==> src/rtl/multiplicador_serie_pkg.sv <==
// Shared widths, state encoding and result packing for the serial Booth multiplier.
// MULT_SAT_EN: when defined, an overflowing product saturates to PROD_MAX instead of wrapping.
package multiplicador_serie_pkg;

  localparam int unsigned W  = 6;
  localparam int unsigned PW = 2*W - 1;
  localparam int unsigned AW = 2*W + 2;
  localparam int unsigned CW = $clog2(W);

  // Bounds shared with the downstream rounding stage
  localparam logic [PW-1:0] PROD_MIN = {1'b1, {(PW-1){1'b0}}};
  localparam logic [PW-1:0] PROD_MAX = ~PROD_MIN;

  typedef enum logic [1:0] {
    ST_IDLE = 2'd0,
    ST_CALC = 2'd1,
    ST_FIN  = 2'd2
  } state_t;

  typedef struct packed {
    logic          ovf;
    logic [PW-1:0] product;
  } mult_res_t;

  // Drop the redundant sign bit of the Q4.6 result; flag when it is not redundant
  function automatic mult_res_t pack_result(input logic [2*W-1:0] full);
    mult_res_t r;
    r.ovf = full[2*W-1] ^ full[2*W-2];
`ifdef MULT_SAT_EN
    r.product = r.ovf ? PROD_MAX : full[PW-1:0];
`else
    r.product = full[PW-1:0];
`endif
    return r;
  endfunction

endpackage

==> src/rtl/booth_paso.sv <==
// One radix-2 Booth step: conditional add/sub of the multiplicand into the upper half, then arithmetic shift.
module booth_paso
  import multiplicador_serie_pkg::*;
(
  input  logic [AW-1:0] acc,
  input  logic [W-1:0]  a,
  output logic [AW-1:0] acc_nx
);

  logic [W:0] hi;
  logic [W:0] a_ext;
  logic [W:0] sum;

  always_comb begin
    hi    = acc[AW-1:W+1];
    a_ext = {a[W-1], a};
    sum   = hi;
    case (acc[1:0])
      2'b01:   sum = hi + a_ext;
      2'b10:   sum = hi - a_ext;
      default: sum = hi;
    endcase
    acc_nx = {sum[W], sum, acc[W:1]};
  end

endmodule

==> src/rtl/multiplicador_serie.sv <==
// Serial signed Q2.3 x Q2.3 Booth multiplier with start/done handshake, W+1 cycle latency.
// MULT_SAT_EN (see package): saturate product on overflow instead of wrapping.
module multiplicador_serie
  import multiplicador_serie_pkg::*;
(
  input  logic          clk,
  input  logic          rst_n,
  input  logic          start,
  input  logic [W-1:0]  a,
  input  logic [W-1:0]  b,
  output logic          busy,
  output logic          done,
  output logic [PW-1:0] product,
  output logic          ovf
);

  state_t        state, state_nx;
  logic [AW-1:0] acc, acc_nx, acc_step;
  logic [W-1:0]  a_q, a_nx;
  logic [CW-1:0] cnt, cnt_nx;
  logic          busy_nx, done_nx, ovf_nx;
  logic [PW-1:0] prod_nx;
  mult_res_t     res;

  booth_paso u_paso (
    .acc    (acc),
    .a      (a_q),
    .acc_nx (acc_step)
  );

  // Result as it will stand after the final step
  assign res = pack_result(acc_step[2*W:1]);

  always_comb begin
    state_nx = state;
    acc_nx   = acc;
    a_nx     = a_q;
    cnt_nx   = cnt;
    busy_nx  = 1'b0;
    done_nx  = 1'b0;
    prod_nx  = product;
    ovf_nx   = ovf;
    case (state)
      ST_IDLE, ST_FIN: begin
        if (start) begin
          state_nx = ST_CALC;
          acc_nx   = {(W+1)'(0), b, 1'b0};
          a_nx     = a;
          cnt_nx   = '0;
          busy_nx  = 1'b1;
        end else begin
          state_nx = ST_IDLE;
        end
      end
      ST_CALC: begin
        acc_nx = acc_step;
        cnt_nx = cnt + CW'(1);
        if (cnt == CW'(W-1)) begin
          state_nx = ST_FIN;
          done_nx  = 1'b1;
          prod_nx  = res.product;
          ovf_nx   = res.ovf;
        end else begin
          busy_nx  = 1'b1;
        end
      end
      default: state_nx = ST_IDLE;
    endcase
  end

  always_ff @(posedge clk or negedge rst_n) begin
    if (!rst_n) begin
      state   <= ST_IDLE;
      acc     <= '0;
      a_q     <= '0;
      cnt     <= '0;
      busy    <= 1'b0;
      done    <= 1'b0;
      product <= '0;
      ovf     <= 1'b0;
    end else begin
      state   <= state_nx;
      acc     <= acc_nx;
      a_q     <= a_nx;
      cnt     <= cnt_nx;
      busy    <= busy_nx;
      done    <= done_nx;
      product <= prod_nx;
      ovf     <= ovf_nx;
    end
  end

endmodule
==> config.mk <==
export PLATFORM = sky130hd
export DESIGN_NAME = multiplicador_serie
export DESIGN_NICKNAME = d
export VERILOG_FILES = /design/src/rtl/multiplicador_serie_pkg.sv /design/src/rtl/booth_paso.sv /design/src/rtl/multiplicador_serie.sv
export SDC_FILE = /design/constraint.sdc
export NUM_CORES = 1
export LEC_CHECK = 0
export CAP_MARGIN = 20
export CORE_ASPECT_RATIO = 0.5
export CORE_MARGIN = 10
export CORE_UTILIZATION = 53
export CTS_CLUSTER_SIZE = 16
export DETAILED_ROUTE_END_ITERATION = 7
export MAX_ROUTING_LAYER = met4
export PLACE_DENSITY_LB_ADDON = 0.2
export RECOVER_POWER = 100
export SLEW_MARGIN = 40
export SYNTH_ARGS = -nofsm -noshare
export SYNTH_HDL_FRONTEND = slang
export SYNTH_SLANG_ARGS = --single-unit
==> constraint.sdc <==
create_clock -name clk -period 3.36 [get_ports clk]
set_input_delay 1.008 -clock clk [delete_from_list [all_inputs] [get_ports clk]]
set_output_delay 1.008 -clock clk [all_outputs]
set_load 0.03 [all_outputs]
# Yosys cells after proc, flatten, opt, wreduce, memory -nomap -nowiden
# Cells that the tools add are included.
[classes] n_addsub=3 n_eq_ne=7 mux=13 n_bitwise=1 reduce_logical=6
[op_table] cell="$pmux W14 S2" count=1
[op_table] cell="$mux W14" count=1
[op_table] cell="$pmux W7 S2" count=1
[op_table] cell="$add A7 B7 Y7" count=1
[op_table] cell="$sub A7 B7 Y7" count=1
[op_table] cell="$pmux W3 S2" count=1
[op_table] cell="$reduce_and A2 Y1" count=3
[op_table] cell="$mux W1" count=5
[op_table] cell="$eq A2 B1 Y1 const B" count=2
[op_table] cell="$eq A2 B2 Y1 const B" count=2
[op_table] cell="$ne A2 B2 Y1 const B" count=2
[op_table] cell="$pmux W2 S2" count=1
[op_table] cell="$add A3 B1 Y3 const B" count=1
[op_table] cell="$eq A3 B3 Y1 const B" count=1
[op_table] cell="$mux W3" count=1
[op_table] cell="$logic_not A2 Y1" count=1
[op_table] cell="$mux W2" count=1
[op_table] cell="$pmux W1 S2" count=1
[op_table] cell="$reduce_bool A2 Y1" count=1
[op_table] cell="$reduce_or A2 Y1" count=1
[op_table] cell="$xor A1 B1 Y1" count=1
[totals] ff_bits=39 inputBits=15 out_inout_bits=14 elab_cells=38

# Logic depth before layout (Yosys ltp)
[logic_depth] ltp_word=4 ltp_mapped=11 depth_no_buf=10

# Modules after synthesis
# A second synthesis with hierarchy kept.
[hier_totals] cells_unflattened=182 hier_area_um2=2060.7
[by_module_without_submodules] mod="multiplicador_serie" instances=1 cells_each=112 area_per_inst_um2=1542.7 seq_area_each_um2=975.9
[by_module_without_submodules] mod="booth_paso" instances=1 cells_each=70 area_per_inst_um2=518.0 seq_area_each_um2=0.0

# Worst setup path before layout
# Ideal clock, no wire load.
[synth_timing] path_type="reg-to-reg" startpoint="register acc[0]" endpoint="register ovf" setup_time_ns=0.069 t_arrival_ns=2.741 path_slack_ns=0.550 path_stages_with_launch=11 path_buffers=1 cell_sequence="dfrtp_1 inv_1 ha_1 clkbuf_1 mux2i_1 fa_1 a21o_1 a221oi_2 xor3_1 or4b_1 nand3_1"
[synth_between] elab_chain_len=3 word_cells_on_any_way=4 cone_classes="eq/ne (2); mux (1); bitwise (1)"
[synth_rtl] item="start: declaration" line_no="multiplicador_serie.sv:18" text="logic [AW-1:0] acc, acc_nx, acc_step;"
[synth_rtl] item="start signal: assignment" line_no="multiplicador_serie.sv:83" text="acc <= acc_nx;"
[synth_rtl] item="$eq A2 B2 Y1 or $eq A2 B1 Y1 (tied branches)" line_no="booth_paso.sv:18" text="case (acc[1:0])"
[synth_rtl] item="$pmux W7 S2 (*)" line_no="booth_paso.sv:18"
[synth_rtl] item="$xor A1 B1 Y1 (*)" line_no="multiplicador_serie_pkg.sv:28" text="r.ovf = full[2*W-1] ^ full[2*W-2];"
[synth_rtl] item="end signal: assignment" line_no="multiplicador_serie.sv:89" text="ovf <= ovf_nx;"
[synth_rtl] item="end: declaration" line_no="multiplicador_serie.sv:14" text="output logic ovf"
# Mark *: on every way between the ends. The rest lies on a longest branch, timed or not.
# A chain may end at the register's enable or synchronous reset.

# Worst setup path in the final report
[layout_timing] startpoint="register acc[1]" endpoint="register ovf"
# Same word-level chain as after synthesis.

==> metrics.md <==
| Metric | Value |
|---|---|
| H-Tree Depth | 2 |
| RePlAce Congestion | approximately 0.84 |
| Total CTS buffers | 5 |
| Vias in the first global route | 1531 |
| Layout area overhead | 20.3% |
| Worst Setup Path Type | reg2reg |
| CP most frequent cell | ha_1 |
| Req. time, crit path | about 3600 ps |
| Antenna fix cells | 0 |
| Final Max Tran Viols | 39 |
| Post-route DRC | 0 |
| Number of synthesized flops with an enable pin | 0 |
| Die Span Y | about 63 um |
| Failing checks | max-capacitance violations, max-slew violations |
| Wire per inst | around 15 um |
| Cells along the critical path | ha_1 > a21oi_1 > xnor2_1 > ha_1 > a21o_1 > a221oi_2 > xor3_1 > or4b_1 > nand3_1 |
| Most frequently used flop master after synthesis | dfrtp_1 |
| First drt pass iteration count | 4 |
| Netlist Area Pre-Place | approximately 1900 sq um |
| CTS tree | done |
| Highest clock rate | about 330 MHz |
| GR Overflow Total | 0 |
| Fin crit period | 3010 ps |
| Cts hold-fix bufs | 0 |
| Sink Count | 38 |
| CP Capture Type | flop |
| Synth Register Bits | 38 |
| Max Root-Sink Buffers | 2 |
| HP Class | reg2reg |
| Synthesized Nets | between 200 and 250 |
| Sequential area share after synthesis | between 40 and 50% |
| Final Hold Viols | 0 |
| Worst path bufs/invs | 0 |
| Startpoint type of the worst setup path | flop |
| Clk root buf | clkbuf_8 |
| Hold Path Depth | 2 |
| Hold Path Sink | product[5]$_DFFE_PN0P_ |
| Die area | 6630 sq um |
| Most common cell after layout, fill and taps aside | nand2_1 |
| Post-CTS setup buffers | 0 |
| Core area | between 3000 and 4000 sq um |
| Final WL | between 4 and 5 mm |
| Crit path max-delay family | compound AO/OA/AOI/OAI gates |
| # IOs | 29 |
| Hold_sp | product[5]$_DFFE_PN0P_ |
| Slew HR | -36.6% |
| Initial antenna violation count | 0 |
| Post-route ant nets | 0 |
| Filler instances | 282 |
| Synth warn | 0 |
| Port bufs | 28 |
| Async SR Flop Fraction | 100% |
| Die extent in x | 106 um |
| Distinct cell type count after synthesis | 40 |
| R2r endpoint | ovf$_DFFE_PN0P_ |
| Clock skew | approximately 4.7 ps |
| Largest net degree at the start of global routing | 39 |
| Dpl hpwl | around 3.1 mm |
| Layout net count | 260 |
| Max-Cap Viols | 1 |
| Worst-Skew Late Latency | approximately 300 ps |
| Cell row count | 15 |
| Total negative setup slack | 0 ps |
| Max FO, Critical Path | 7 |
| WP data arrival | around 3200 ps |
| Actual slew at the worst max-slew pin | between 2000 and 2500 ps |
| Gr usage total | approximately 14% |
| R2R Setup Slk | approximately 350 ps |
| RSZ-0062 raised after global routing | no |
| Clock transition at path regs | approximately 80 ps |
| CP max stage delay | just over 500 ps |
| Worst path slowest cell | or4b_1 |
| Synth Area per Inst | 9.46 sq um |
| # setup viols final | 0 |
| Proportion of layout cells with a drive suffix above 1 | 5.53% |
| R2R depth | 9 |
| Status | finished with violations |
| Initial Util | 55.9% |
| # resized after CTS | 0 |
| Most frequent cells in the layout | nand2_1 (50), dfrtp_1 (38), nor2_1 (18) |
| Cells after synthesis | about 200 |
| DR vias/cell | approximately 5.3 |
| First-pass GRT wire length | roughly 7.4 mm |
| Reg2reg start | acc[1]$_DFFE_PN0P_ |
| DRT iter0 DRCs | roughly 70 |
| Via count | between 1500 and 2000 |
| Final period util | 89.5% |
sequential cells by signal, indices dropped and copies added, names as in the netlist:
name,count
cnt,3
acc,13
busy,1
state,2
done,1
ovf,1
a_q,6
product,11
how the worst max path moves through the flow:
stage / start / to / depth (start not counted)
floorplan: acc[0]$_DFFE_PN0P_ / ovf$_DFFE_PN0P_ / 10
global placement: a_q[0]$_DFFE_PN0P_ / ovf$_DFFE_PN0P_ / 10
detailed placement: acc[1]$_DFFE_PN0P_ / ovf$_DFFE_PN0P_ / 9
CTS: acc[1]$_DFFE_PN0P_ / ovf$_DFFE_PN0P_ / 9
global route: acc[0]$_DFFE_PN0P_ / ovf$_DFFE_PN0P_ / 10
finish: acc[1]$_DFFE_PN0P_ / ovf$_DFFE_PN0P_ / 9
through the flow:
step	setup slack, ps	util, %	std cells	hold WS, ps	cell area (sq um)
final	353	67.2	286	476	2330
after global routing	218	67.2	286	509	2330
after CTS	349	67.5	286	487	2340
after detailed placement	374	64.8	278	461	2250
after global placement	521	64.7	278	459	2250
after floorplan	550	-	205	456	1940
cell families (layout without fill, tap and decap cells):
kind of cell / count (synthesis) / after routing / share of synthesized area, %
XOR/XNOR: 9 / 9 / 4.84
buffers and inverters: 17 / 47 / 4.13
AO/OA/AOI/OAI: 41 / 41 / 13.2
AND/OR/NAND/NOR: 84 / 84 / 18.6
flip-flops: 38 / 38 / 49.0
multiplexers: 5 / 5 / 2.71
adder cells (fa/ha/maj): 11 / 11 / 7.48
worst register-to-register path, cell delays in order (launching register included):
cell and delay, ps:
dfrtp_1 410, ha_1 280, a21oi_1 200, xnor2_1 150, ha_1 310, a21o_1 220
a221oi_2 360, xor3_1 390, or4b_1 510, nand3_1 110
Yosys cell counts (3+ instances only):
cell type	n	area [sq um]
a31oi_1	4	25.0
nor2_1	18	67.6
xnor2_1	6	52.6
ha_1	10	125
nor2b_1	3	18.8
o22ai_1	7	43.8
a21oi_1	5	25.0
mux2i_1	3	30.0
clkbuf_1	5	18.8
nand2_1	50	188
inv_1	8	30.0
o21ai_0	14	70.1
dfrtp_1	38	951
layout make-up:
| cell class | count | area, sq um | area share, % |
|---|---|---|---|
| clock buffer | 6 | 82.6 | 3.54 |
| inverter | 9 | 33.8 | 1.45 |
| tap | 51 | 63.8 | 2.73 |
| clock inverter | 2 | 12.5 | 0.536 |
| sequential | 38 | 951 | 40.8 |
| timing repair buffer | 30 | 282 | 12.1 |
| multi-input combinational | 150 | 908 | 38.9 |
metal layers:
metal  vias to the layer above  global-route usage, %  part of all wire, %
li1                        748                      -                    -
met3                        12                   4.53                  4.1
met2                        36                   20.4                   45
met4                         0                   5.87                  2.0
met1                       734                   18.0                   49
met5                         -                      -                    0
Power is left out: the tool's default activity adds up to more than one toggle a clock period on the data nets, which glitch-free logic cannot reach.
